[src/rtl/mic1_mem_pkg.sv]
// Shared types and helpers for the MIC-1 memory access controller.
package mic1_mem_pkg;

    localparam int unsigned WORD_W     = 32;
    localparam int unsigned LANE_W     = 2;
    localparam int unsigned DEF_RD_LAT = 1;

    typedef enum logic [1:0] {
        IDLE        = 2'd0,
        ISSUE_FETCH = 2'd1,
        DRAIN       = 2'd2
    } state_e;

    typedef enum logic {
        DST_MDR = 1'b0,
        DST_MBR = 1'b1
    } dst_e;

    typedef struct packed {
        logic              valid;
        dst_e              dst;
        logic [LANE_W-1:0] lane;
    } rd_tag_t;

    // Little-endian byte lane select out of a memory word.
    function automatic logic [7:0] lane_byte(input logic [WORD_W-1:0] word,
                                             input logic [LANE_W-1:0] lane);
        logic [7:0] b;
        case (lane)
            2'd0:    b = word[7:0];
            2'd1:    b = word[15:8];
            2'd2:    b = word[23:16];
            default: b = word[31:24];
        endcase
        return b;
    endfunction

endpackage

[src/rtl/mic1_mem_ctrl_if.sv]
// Main-memory port between the access controller (master) and memory (slave).
interface mic1_mem_ctrl_if #(
    parameter int unsigned ADDR_W = 9,
    parameter int unsigned DATA_W = 32
);
    logic              mem_wen;
    logic [ADDR_W-1:0] mem_waddr;
    logic [DATA_W-1:0] mem_wdata;
    logic              mem_ren;
    logic [ADDR_W-1:0] mem_raddr;
    logic [DATA_W-1:0] mem_rdata;

    modport master (
        output mem_wen, mem_waddr, mem_wdata, mem_ren, mem_raddr,
        input  mem_rdata
    );

    modport slave (
        input  mem_wen, mem_waddr, mem_wdata, mem_ren, mem_raddr,
        output mem_rdata
    );
endinterface

[src/rtl/mic1_rd_tag_pipe.sv]
// Shift register carrying read destination tags alongside the memory latency.
module mic1_rd_tag_pipe
    import mic1_mem_pkg::*;
#(
    parameter int unsigned DEPTH = DEF_RD_LAT + 1
) (
    input  logic    clk,
    input  logic    rst_n,
    input  rd_tag_t i_tag,
    output rd_tag_t o_head,
    output logic    o_empty_nxt_c
);

    rd_tag_t r_stage [DEPTH];

    // Shift tags one stage per clock; reset drops every in-flight tag.
    always_ff @(posedge clk or negedge rst_n) begin
        if (!rst_n) begin
            for (int unsigned i = 0; i < DEPTH; i++) begin
                r_stage[i] <= '0;
            end
        end else begin
            r_stage[0] <= i_tag;
            for (int unsigned i = 1; i < DEPTH; i++) begin
                r_stage[i] <= r_stage[i-1];
            end
        end
    end

    assign o_head = r_stage[DEPTH-1];

    // Pipe is empty after the next shift when nothing sits behind the head (no push assumed).
    always_comb begin
        o_empty_nxt_c = 1'b1;
        for (int unsigned i = 0; i < DEPTH - 1; i++) begin
            if (r_stage[i].valid) begin
                o_empty_nxt_c = 1'b0;
            end
        end
    end

endmodule

[src/rtl/mic1_mem_ctrl.sv]
// MIC-1 memory access controller: turns rd/wr/fetch into main-memory cycles
// and steers returning read data into MDR (word) or MBR (byte).
module mic1_mem_ctrl
    import mic1_mem_pkg::*;
#(
    parameter int unsigned ADDR_W = 9,
    parameter int unsigned DATA_W = 32,
    parameter int unsigned RD_LAT = DEF_RD_LAT
) (
    input  logic                clk,
    input  logic                rst_n,
    input  logic                rd_i,
    input  logic                wr_i,
    input  logic                fetch_i,
    input  logic [ADDR_W-1:0]   mar_i,
    input  logic [DATA_W-1:0]   mdr_i,
    input  logic [ADDR_W+1:0]   pc_i,
    mic1_mem_ctrl_if.master     mem,
    output logic [DATA_W-1:0]   mdr_o,
    output logic                mdr_vld,
    output logic [7:0]          mbr_o,
    output logic                mbr_vld,
    output logic                busy,
    output logic                err_o
);

    localparam int unsigned PIPE_DEPTH = RD_LAT + 1;

    state_e              r_state,       w_state_nxt;
    logic                r_wen,         w_wen_nxt;
    logic [ADDR_W-1:0]   r_waddr,       w_waddr_nxt;
    logic [DATA_W-1:0]   r_wdata,       w_wdata_nxt;
    logic                r_ren,         w_ren_nxt;
    logic [ADDR_W-1:0]   r_raddr,       w_raddr_nxt;
    logic [DATA_W-1:0]   r_mdr,         w_mdr_nxt;
    logic                r_mdr_vld,     w_mdr_vld_nxt;
    logic [7:0]          r_mbr,         w_mbr_nxt;
    logic                r_mbr_vld,     w_mbr_vld_nxt;
    logic                r_busy,        w_busy_nxt;
    logic                r_err,         w_err_nxt;
    logic [ADDR_W-1:0]   r_fetch_addr,  w_fetch_addr_nxt;
    logic [LANE_W-1:0]   r_fetch_lane,  w_fetch_lane_nxt;

    rd_tag_t             w_push_tag;
    rd_tag_t             w_head_tag;
    logic                w_pipe_empty_nxt;
    logic                w_any_req;

    assign w_any_req = rd_i | wr_i | fetch_i;

    mic1_rd_tag_pipe #(
        .DEPTH         (PIPE_DEPTH)
    ) u_tag_pipe (
        .clk           (clk),
        .rst_n         (rst_n),
        .i_tag         (w_push_tag),
        .o_head        (w_head_tag),
        .o_empty_nxt_c (w_pipe_empty_nxt)
    );

    // Next-state, request issue and read-data capture.
    always_comb begin
        w_state_nxt      = r_state;
        w_wen_nxt        = 1'b0;
        w_waddr_nxt      = r_waddr;
        w_wdata_nxt      = r_wdata;
        w_ren_nxt        = 1'b0;
        w_raddr_nxt      = r_raddr;
        w_mdr_nxt        = r_mdr;
        w_mdr_vld_nxt    = 1'b0;
        w_mbr_nxt        = r_mbr;
        w_mbr_vld_nxt    = 1'b0;
        w_err_nxt        = 1'b0;
        w_fetch_addr_nxt = r_fetch_addr;
        w_fetch_lane_nxt = r_fetch_lane;
        w_push_tag       = '0;

        // Head of the tag pipe lines up with the returning memory word.
        if (w_head_tag.valid) begin
            if (w_head_tag.dst == DST_MDR) begin
                w_mdr_nxt     = mem.mem_rdata;
                w_mdr_vld_nxt = 1'b1;
            end else begin
                w_mbr_nxt     = lane_byte(WORD_W'(mem.mem_rdata), w_head_tag.lane);
                w_mbr_vld_nxt = 1'b1;
            end
        end

        case (r_state)
            IDLE: begin
                if (rd_i && wr_i) begin
                    // Illegal combination: drop everything including fetch.
                    w_err_nxt = 1'b1;
                end else begin
                    if (wr_i) begin
                        w_wen_nxt   = 1'b1;
                        w_waddr_nxt = mar_i;
                        w_wdata_nxt = mdr_i;
                    end
                    if (rd_i) begin
                        w_ren_nxt   = 1'b1;
                        w_raddr_nxt = mar_i;
                        w_push_tag  = '{valid: 1'b1, dst: DST_MDR, lane: '0};
                        if (fetch_i) begin
                            // Fetch read is deferred one cycle behind the word read.
                            w_fetch_addr_nxt = pc_i[ADDR_W+1:2];
                            w_fetch_lane_nxt = pc_i[1:0];
                            w_state_nxt      = ISSUE_FETCH;
                        end else begin
                            w_state_nxt = DRAIN;
                        end
                    end else if (fetch_i) begin
                        w_ren_nxt   = 1'b1;
                        w_raddr_nxt = pc_i[ADDR_W+1:2];
                        w_push_tag  = '{valid: 1'b1, dst: DST_MBR, lane: pc_i[1:0]};
                        w_state_nxt = DRAIN;
                    end
                end
            end
            ISSUE_FETCH: begin
                w_ren_nxt   = 1'b1;
                w_raddr_nxt = r_fetch_addr;
                w_push_tag  = '{valid: 1'b1, dst: DST_MBR, lane: r_fetch_lane};
                w_err_nxt   = w_any_req;
                w_state_nxt = DRAIN;
            end
            DRAIN: begin
                w_err_nxt = w_any_req;
                if (w_pipe_empty_nxt) begin
                    w_state_nxt = IDLE;
                end
            end
            default: begin
                w_state_nxt = IDLE;
            end
        endcase

        w_busy_nxt = (w_state_nxt != IDLE);
    end

    // State and output registers.
    always_ff @(posedge clk or negedge rst_n) begin
        if (!rst_n) begin
            r_state      <= IDLE;
            r_wen        <= 1'b0;
            r_waddr      <= '0;
            r_wdata      <= '0;
            r_ren        <= 1'b0;
            r_raddr      <= '0;
            r_mdr        <= '0;
            r_mdr_vld    <= 1'b0;
            r_mbr        <= '0;
            r_mbr_vld    <= 1'b0;
            r_busy       <= 1'b0;
            r_err        <= 1'b0;
            r_fetch_addr <= '0;
            r_fetch_lane <= '0;
        end else begin
            r_state      <= w_state_nxt;
            r_wen        <= w_wen_nxt;
            r_waddr      <= w_waddr_nxt;
            r_wdata      <= w_wdata_nxt;
            r_ren        <= w_ren_nxt;
            r_raddr      <= w_raddr_nxt;
            r_mdr        <= w_mdr_nxt;
            r_mdr_vld    <= w_mdr_vld_nxt;
            r_mbr        <= w_mbr_nxt;
            r_mbr_vld    <= w_mbr_vld_nxt;
            r_busy       <= w_busy_nxt;
            r_err        <= w_err_nxt;
            r_fetch_addr <= w_fetch_addr_nxt;
            r_fetch_lane <= w_fetch_lane_nxt;
        end
    end

    assign mem.mem_wen   = r_wen;
    assign mem.mem_waddr = r_waddr;
    assign mem.mem_wdata = r_wdata;
    assign mem.mem_ren   = r_ren;
    assign mem.mem_raddr = r_raddr;
    assign mdr_o         = r_mdr;
    assign mdr_vld       = r_mdr_vld;
    assign mbr_o         = r_mbr;
    assign mbr_vld       = r_mbr_vld;
    assign busy          = r_busy;
    assign err_o         = r_err;

endmodule
[src/flat_wrapper.sv]
// flat-port wrapper written by rule: the top's interface ports become plain ports
module mic1_mem_ctrl_flat import mic1_mem_pkg::*;
#(
    parameter int unsigned ADDR_W = 9,
    parameter int unsigned DATA_W = 32,
    parameter int unsigned RD_LAT = DEF_RD_LAT
)
  (clk, rst_n, rd_i, wr_i, fetch_i, mar_i, mdr_i, pc_i, mdr_o, mdr_vld, mbr_o, mbr_vld, busy, err_o, mem_mem_wen, mem_mem_waddr, mem_mem_wdata, mem_mem_ren, mem_mem_raddr, mem_mem_rdata);
  mic1_mem_ctrl_if #(.ADDR_W(ADDR_W), .DATA_W(DATA_W)) mem_i ();
  input  logic clk;
  input  logic rst_n;
  input  logic rd_i;
  input  logic wr_i;
  input  logic fetch_i;
  input  logic [ADDR_W-1:0] mar_i;
  input  logic [DATA_W-1:0] mdr_i;
  input  logic [ADDR_W+1:0] pc_i;
  output logic [DATA_W-1:0] mdr_o;
  output logic mdr_vld;
  output logic [7:0] mbr_o;
  output logic mbr_vld;
  output logic busy;
  output logic err_o;
  output wire logic [$bits(mem_i.mem_wen)-1:0] mem_mem_wen;
  output wire logic [$bits(mem_i.mem_waddr)-1:0] mem_mem_waddr;
  output wire logic [$bits(mem_i.mem_wdata)-1:0] mem_mem_wdata;
  output wire logic [$bits(mem_i.mem_ren)-1:0] mem_mem_ren;
  output wire logic [$bits(mem_i.mem_raddr)-1:0] mem_mem_raddr;
  input wire logic [$bits(mem_i.mem_rdata)-1:0] mem_mem_rdata;
  assign mem_mem_wen = mem_i.mem_wen;
  assign mem_mem_waddr = mem_i.mem_waddr;
  assign mem_mem_wdata = mem_i.mem_wdata;
  assign mem_mem_ren = mem_i.mem_ren;
  assign mem_mem_raddr = mem_i.mem_raddr;
  assign mem_i.mem_rdata = mem_mem_rdata;
  mic1_mem_ctrl #(.ADDR_W(ADDR_W), .DATA_W(DATA_W), .RD_LAT(RD_LAT)) u_core (.clk(clk), .rst_n(rst_n), .rd_i(rd_i), .wr_i(wr_i), .fetch_i(fetch_i), .mar_i(mar_i), .mdr_i(mdr_i), .pc_i(pc_i), .mem(mem_i), .mdr_o(mdr_o), .mdr_vld(mdr_vld), .mbr_o(mbr_o), .mbr_vld(mbr_vld), .busy(busy), .err_o(err_o));
endmodule
[config.mk]
export PLATFORM = sky130hd
export DESIGN_NAME = mic1_mem_ctrl_flat
export DESIGN_NICKNAME = d
export VERILOG_FILES = /design/src/rtl/mic1_mem_pkg.sv /design/src/rtl/mic1_mem_ctrl_if.sv /design/src/rtl/mic1_rd_tag_pipe.sv /design/src/rtl/mic1_mem_ctrl.sv /design/src/flat_wrapper.sv
export SDC_FILE = /design/constraint.sdc
export NUM_CORES = 1
export LEC_CHECK = 0
export ABC_AREA = 1
export CAP_MARGIN = 15
export CORE_ASPECT_RATIO = 1.25
export CORE_MARGIN = 1.5
export CORE_UTILIZATION = 40
export CTS_CLUSTER_DIAMETER = 30
export DETAILED_ROUTE_END_ITERATION = 6
export PLACE_DENSITY = 0.75
export SYNTH_ARGS = -nofsm -noshare
export SYNTH_HDL_FRONTEND = slang
export SYNTH_SLANG_ARGS = --single-unit
[constraint.sdc]
create_clock -name clk -period 1.4 [get_ports clk]
set_input_delay 0.28 -clock clk [delete_from_list [all_inputs] [get_ports clk]]
set_output_delay 0.28 -clock clk [all_outputs]
set_load 0.01 [all_outputs]
Word-level counts from Yosys, hierarchy flattened
Cells that the tools add are included.
- add/sub/neg operators: 0
- multipliers: 0
- div/mod/pow operators: 0
- order comparisons: 0
- eq/ne operators: 6
- shift operators: 0
- mux-type cells: 28
- bitwise gates (word level): 4
- reductions and logical operators: 11
- operators by type and width (operator ; number):
    2-to-1 mux 9 bit ; 3
    one-hot mux 8 bit (3 select lines) ; 1
    one-hot mux 9 bit (2 select lines) ; 1
    2-to-1 mux 4 bit ; 3
    2-to-1 mux 1 bit ; 11
    2-to-1 mux 2 bit ; 5
    one-hot mux 4 bit (2 select lines) ; 1
    one-hot mux 2 bit (3 select lines) ; 1
    AND reduction 3 bit ; 2
    equality test 2 x 1 -> 1 bit (second input constant) ; 2
    equality test 2 bit (second input constant) ; 2
    zero test 2 bit ; 2
    one-hot mux 1 bit (2 select lines) ; 2
    AND reduction 2 bit ; 2
    AND reduction 4 bit ; 1
    nonzero test 2 bit ; 2
    inequality test 3 bit (second input constant) ; 1
    inequality test 2 bit (second input constant) ; 1
    inverter 1 bit ; 2
    OR 1 bit ; 2
    OR reduction 2 bit ; 1
    logical AND 1 bit ; 1
- register bits: 117
- bits in latches: 0
- RAM bits: 0
- ROM bits: 0
- input bits: 89
- output and inout bits: 96
- word-level logic and storage cells: 69
- memories kept: 0

Longest topological paths before layout
- depth in word-level cells: 5
- mapped depth: 9

Cells and area by module
A second synthesis with hierarchy kept.
- cells, all modules: 562
- area, all modules: 4864.7 um^2
- by module, submodules not included (module ; instances ; cells an instance ; area an instance (um^2) ; sequential area each (um^2)):
    mic1_mem_ctrl ; 1 ; 549 ; 4630.7 ; 2727.6
    mic1_rd_tag_pipe ; 1 ; 13 ; 234.0 ; 200.2

Worst setup path before layout
OpenSTA, ideal clock, no wires.
- path kind: reg2reg
- start: register u_core.r_state[0]
- end: register u_core.r_raddr[5], in the netlist u_core.mem.mem_raddr[5]
- library setup time: 0.120 ns
- data arrival time: 1.293 ns
- required time: 1.280 ns
- setup slack: -0.013 ns
- cell stages (with the launch flop): 9
- cell sequence: dfrtp_1 inv_1 ha_1 buf_4 nor2_1 a21oi_4 buf_6 nor2_1 a21oi_2
- longest elaborated chain between the ends: 3
- elaborated cells between the ends (all ways): 7
- ends and longest elaborated chain (element ; line ; RTL):
    start: declaration ; mic1_mem_ctrl.sv:29 ; state_e r_state, w_state_nxt;
    start signal: assignment ; mic1_mem_ctrl.sv:159 ; r_state <= w_state_nxt;
    zero test 2 bit / equality test 2 x 1 -> 1 bit (equally long branches) ; mic1_mem_ctrl.sv:89 ; case (r_state)
    inequality test 3 bit (no source line), or another cell as far along ; -- ;
    AND reduction 3 bit (no source line) ; -- ;
    end signal: assignment ; mic1_mem_ctrl.sv:164 ; r_raddr <= w_raddr_nxt;
    end: declaration ; mic1_mem_ctrl.sv:34 ; logic [ADDR_W-1:0] r_raddr, w_raddr_nxt;
Parallel ways exist; a longest one is shown, timed or not.
A chain may end at the register's enable or synchronous reset.

Final worst setup path
- start: register u_core.r_state[0]
- end: register u_core.r_wdata[1], in the netlist u_core.mem.mem_wdata[1]
- longest elaborated chain between the ends: 2
- ends and longest elaborated chain (element ; line ; RTL):
    zero test 2 bit ; mic1_mem_ctrl.sv:89 ;
    AND reduction 3 bit (no source line) ; -- ;
    end signal: assignment ; mic1_mem_ctrl.sv:162 ; r_wdata <= w_wdata_nxt;
    end: declaration ; mic1_mem_ctrl.sv:32 ; logic [DATA_W-1:0] r_wdata, w_wdata_nxt;
No other way between the ends.

==> flow_metrics.env <==
export IMPL_synth_cells=552
export IMPL_yosysTopAreaCellShare_pct=60.68
export IMPL_numPortBuffers=184
export IMPL_rows=44
export IMPL_synth_area_sq_um=4825
export IMPL_cts_root_buf="clkbuf_16"
export IMPL_crit_type="reg2reg"
export IMPL_rsz0062_at_grt="yes"
export IMPL_grt_pass1_wl_mm=22.32
export IMPL_groute_usage_overall_pct=23.00
export IMPL_worstMarginPinSlew_ps=373.1
export IMPL_syn_nets=645
export IMPL_dp_hpwl_mm=10.19
export IMPL_cts_reportedPaths_clkPinSlew_ps=50
export IMPL_via_per_inst=4.826
export IMPL_ant_nets=0
export IMPL_tritoncts="built"
export IMPL_initial_core_util_pct=41.34
export IMPL_fin_crit_sh_pct=100.3
export IMPL_cp_required_ps=1750
export IMPL_final_core_util_pct=66.96
export IMPL_drv_slew=0
export IMPL_ys_top_cells_by_area="dfrtp_1 (61%), nand2_1 (20%), o21ai_0 (5.2%)"
export IMPL_max_freq_mhz=711.9
export IMPL_grt_max_degree=49
export IMPL_core_area_sq_um=11670
export IMPL_grt_pass1_vias=4545
export IMPL_grt_overflow_total=0
export IMPL_clkSinkCount=117
export IMPL_layout_commonest_cell="nand2_1"
export IMPL_antenna_found_initial=0
export IMPL_hold_violations=0
export IMPL_wirelength_mm=14.73
export IMPL_arrival_ps=1750
export IMPL_placed_area_sq_um=7003
export IMPL_die_w_um=101.2
export IMPL_fin_crit_ps=1405
export IMPL_first_pass_iters=5
export IMPL_path_max_fanout=8
export IMPL_pre_cts_ws_ps=-312.1
export IMPL_leakage_nw=3.976
export IMPL_r2r_slack_ps=-5
export IMPL_slew_headroom_pct=75.13
export IMPL_setup_worst_path_start_class="register"
export IMPL_nets=859
export IMPL_gp_congestion=0.8895
export IMPL_syn_avg_cell_area_sq_um=8.740
export IMPL_drc_errors=0
export IMPL_pin_count=185
export IMPL_chipHeight_um=125.8
export IMPL_status="finished with violations"
export IMPL_clockBufferDepth=2
export IMPL_post_drt_wl_per_cell_um=15.69
export IMPL_synth_top_area_cell="dfrtp_1"
export IMPL_power_total_mw=16.61
export IMPL_power_density_nw_per_um2=2126
export IMPL_setup_violations=1
export IMPL_timing_hold_ws_ps=293.8
export IMPL_htree_levels=4
export IMPL_cts_buffers=17
export IMPL_dr_first_iter_drc_count=246
export IMPL_ys_seq_elements=117
export IMPL_hp_class="in2async"
export IMPL_worst_clock_skew_ps=8.260
export IMPL_seq_area_frac_synth_pct=60.68
export IMPL_vias=4532
export IMPL_drive_above_1_share_pct=12.08
export IMPL_stdcell_area_sq_um=7815
export IMPL_area_growth_pct=61.98
export IMPL_drv_cap=0
export IMPL_die_area_sq_um=12730
export IMPL_yosysWarnings=0
export IMPL_clkLatencyLatePin_ps=410
export IMPL_setup_ws_ps=-4.767
export IMPL_yosysUniqueCellTypes=21
export IMPL_antenna_cells=0
export IMPL_mostFrequentLayoutCells="nand2_1 (244), dfrtp_1 (117), clkdlybuf4s50_1 (87), dlygate4sd2_1 (82), o21ai_0 (49)"
export IMPL_peakVddDrop_v=0.0009156
export IMPL_critPathCaptureType="register"
export IMPL_violations="setup timing"
-- path summary, 6_finish.rpt --
check | startpoint | to | cells after the start
min | rst_n | u_core.mem.mem_wdata[23] | 2
max reg2reg | u_core.r_state[0] | u_core.mem.mem_wdata[1] | 8
max | u_core.r_state[0] | u_core.mem.mem_wdata[1] | 8
min reg2reg | u_core.u_tag_pipe.r_stage[4] | u_core.u_tag_pipe.o_head[0] | 0
min in group clk | u_core.u_tag_pipe.r_stage[4] | u_core.u_tag_pipe.o_head[0] | 0
max in group asynchronous | rst_n | u_core.r_fetch_addr[7] | 3
-- sequential cells by signal, summed over array words and instances, names as in the netlist, 2 cells and up --
signal and cells:
u_core.mbr_o 8, u_core.mem.mem_wdata 32, u_core.r_fetch_addr 9, u_core.mem.mem_raddr 9, u_core.r_fetch_lane 2, u_core.u_tag_pipe.o_head 4, u_core.u_tag_pipe.r_stage 4, u_core.mdr_o 32
u_core.r_state 2, u_core.mem.mem_waddr 9
-- metrics by stage --
step	std cells	TNS, ps
2_1_floorplan	552	0
3_3_place_gp	899	-11330
3_5_place_dp	899	-14440
4_1_cts	933	0
5_1_grt	939	-777.8
6_report	939	-4.767
-- cell usage after synthesis --
cell type	number
nand2_1	258
dfrtp_1	117
o21ai_0	50
inv_1	40
nor2_1	14
buf_2	11
a21oi_1	10
nand3_1	10
clkbuf_1	9
o21a_1	9
o22a_1	7
ha_1	4
buf_4	2
inv_2	2
nand3_2	2
nor2_2	2
a21oi_2	1
a21oi_4	1
buf_6	1
o21ai_2	1
o31ai_1	1
-- kinds of logic after synthesis --
family / count (synthesis) / synth area share (%)
and+or+nand+nor: 286 / 22.87
DFF: 117 / 60.68
adders and majority gates: 4 / 1.037
buffers and inverters: 65 / 5.653
AOI/OAI and AO/OA: 80 / 9.751
-- power by group --
group / internal, mW / switching [mW]
Combinational: 2.97 / 3.37
Sequential: 4.98 / 0.850
Clock: 2.97 / 1.47
Total: 10.9 / 5.70
-- repair_timing --
item / CTS / global route
setup buffers: 1 / 2
pin swaps: 0 / 5
resized for setup: 106 / 47
gates cloned: 1 / 4
hold endpoints to repair: 31 / 0
hold buffers: 1 / 0
setup endpoints to repair: 138 / 66
-- per-layer routing --
metal | global-route usage [%] | vias up | part of all wire (%) | routed length (um)
met5 | 0 | - | 0 | 0
met2 | 38.33 | 198 | 51 | 7466
li1 | - | 2151 | - | -
met3 | 5.327 | 36 | 6.0 | 882
met4 | 11.36 | 0 | 3.3 | 489
met1 | 27.73 | 2147 | 40 | 5895
-- final cells by class --
type	instances	area, sq um
inverters	42	167.7
clock buffers	23	488.0
clock inverters	8	122.6
flip-flops and latches	117	2928
repair buffers	218	2195
well taps	161	201.4
multi-input cells	370	1713
fillers	924	3856
-- worst max-delay path, cell delays in order, from the launching register on --
cell       delay [ps]
dfrtp_1           390
inv_2              90
ha_4              140
buf_6             100
nand3_4           160
inv_8             160
clkbuf_16         170
nand2_1            60
nand2_1            70
No activity file was read; power rests on OpenSTA's default activity.
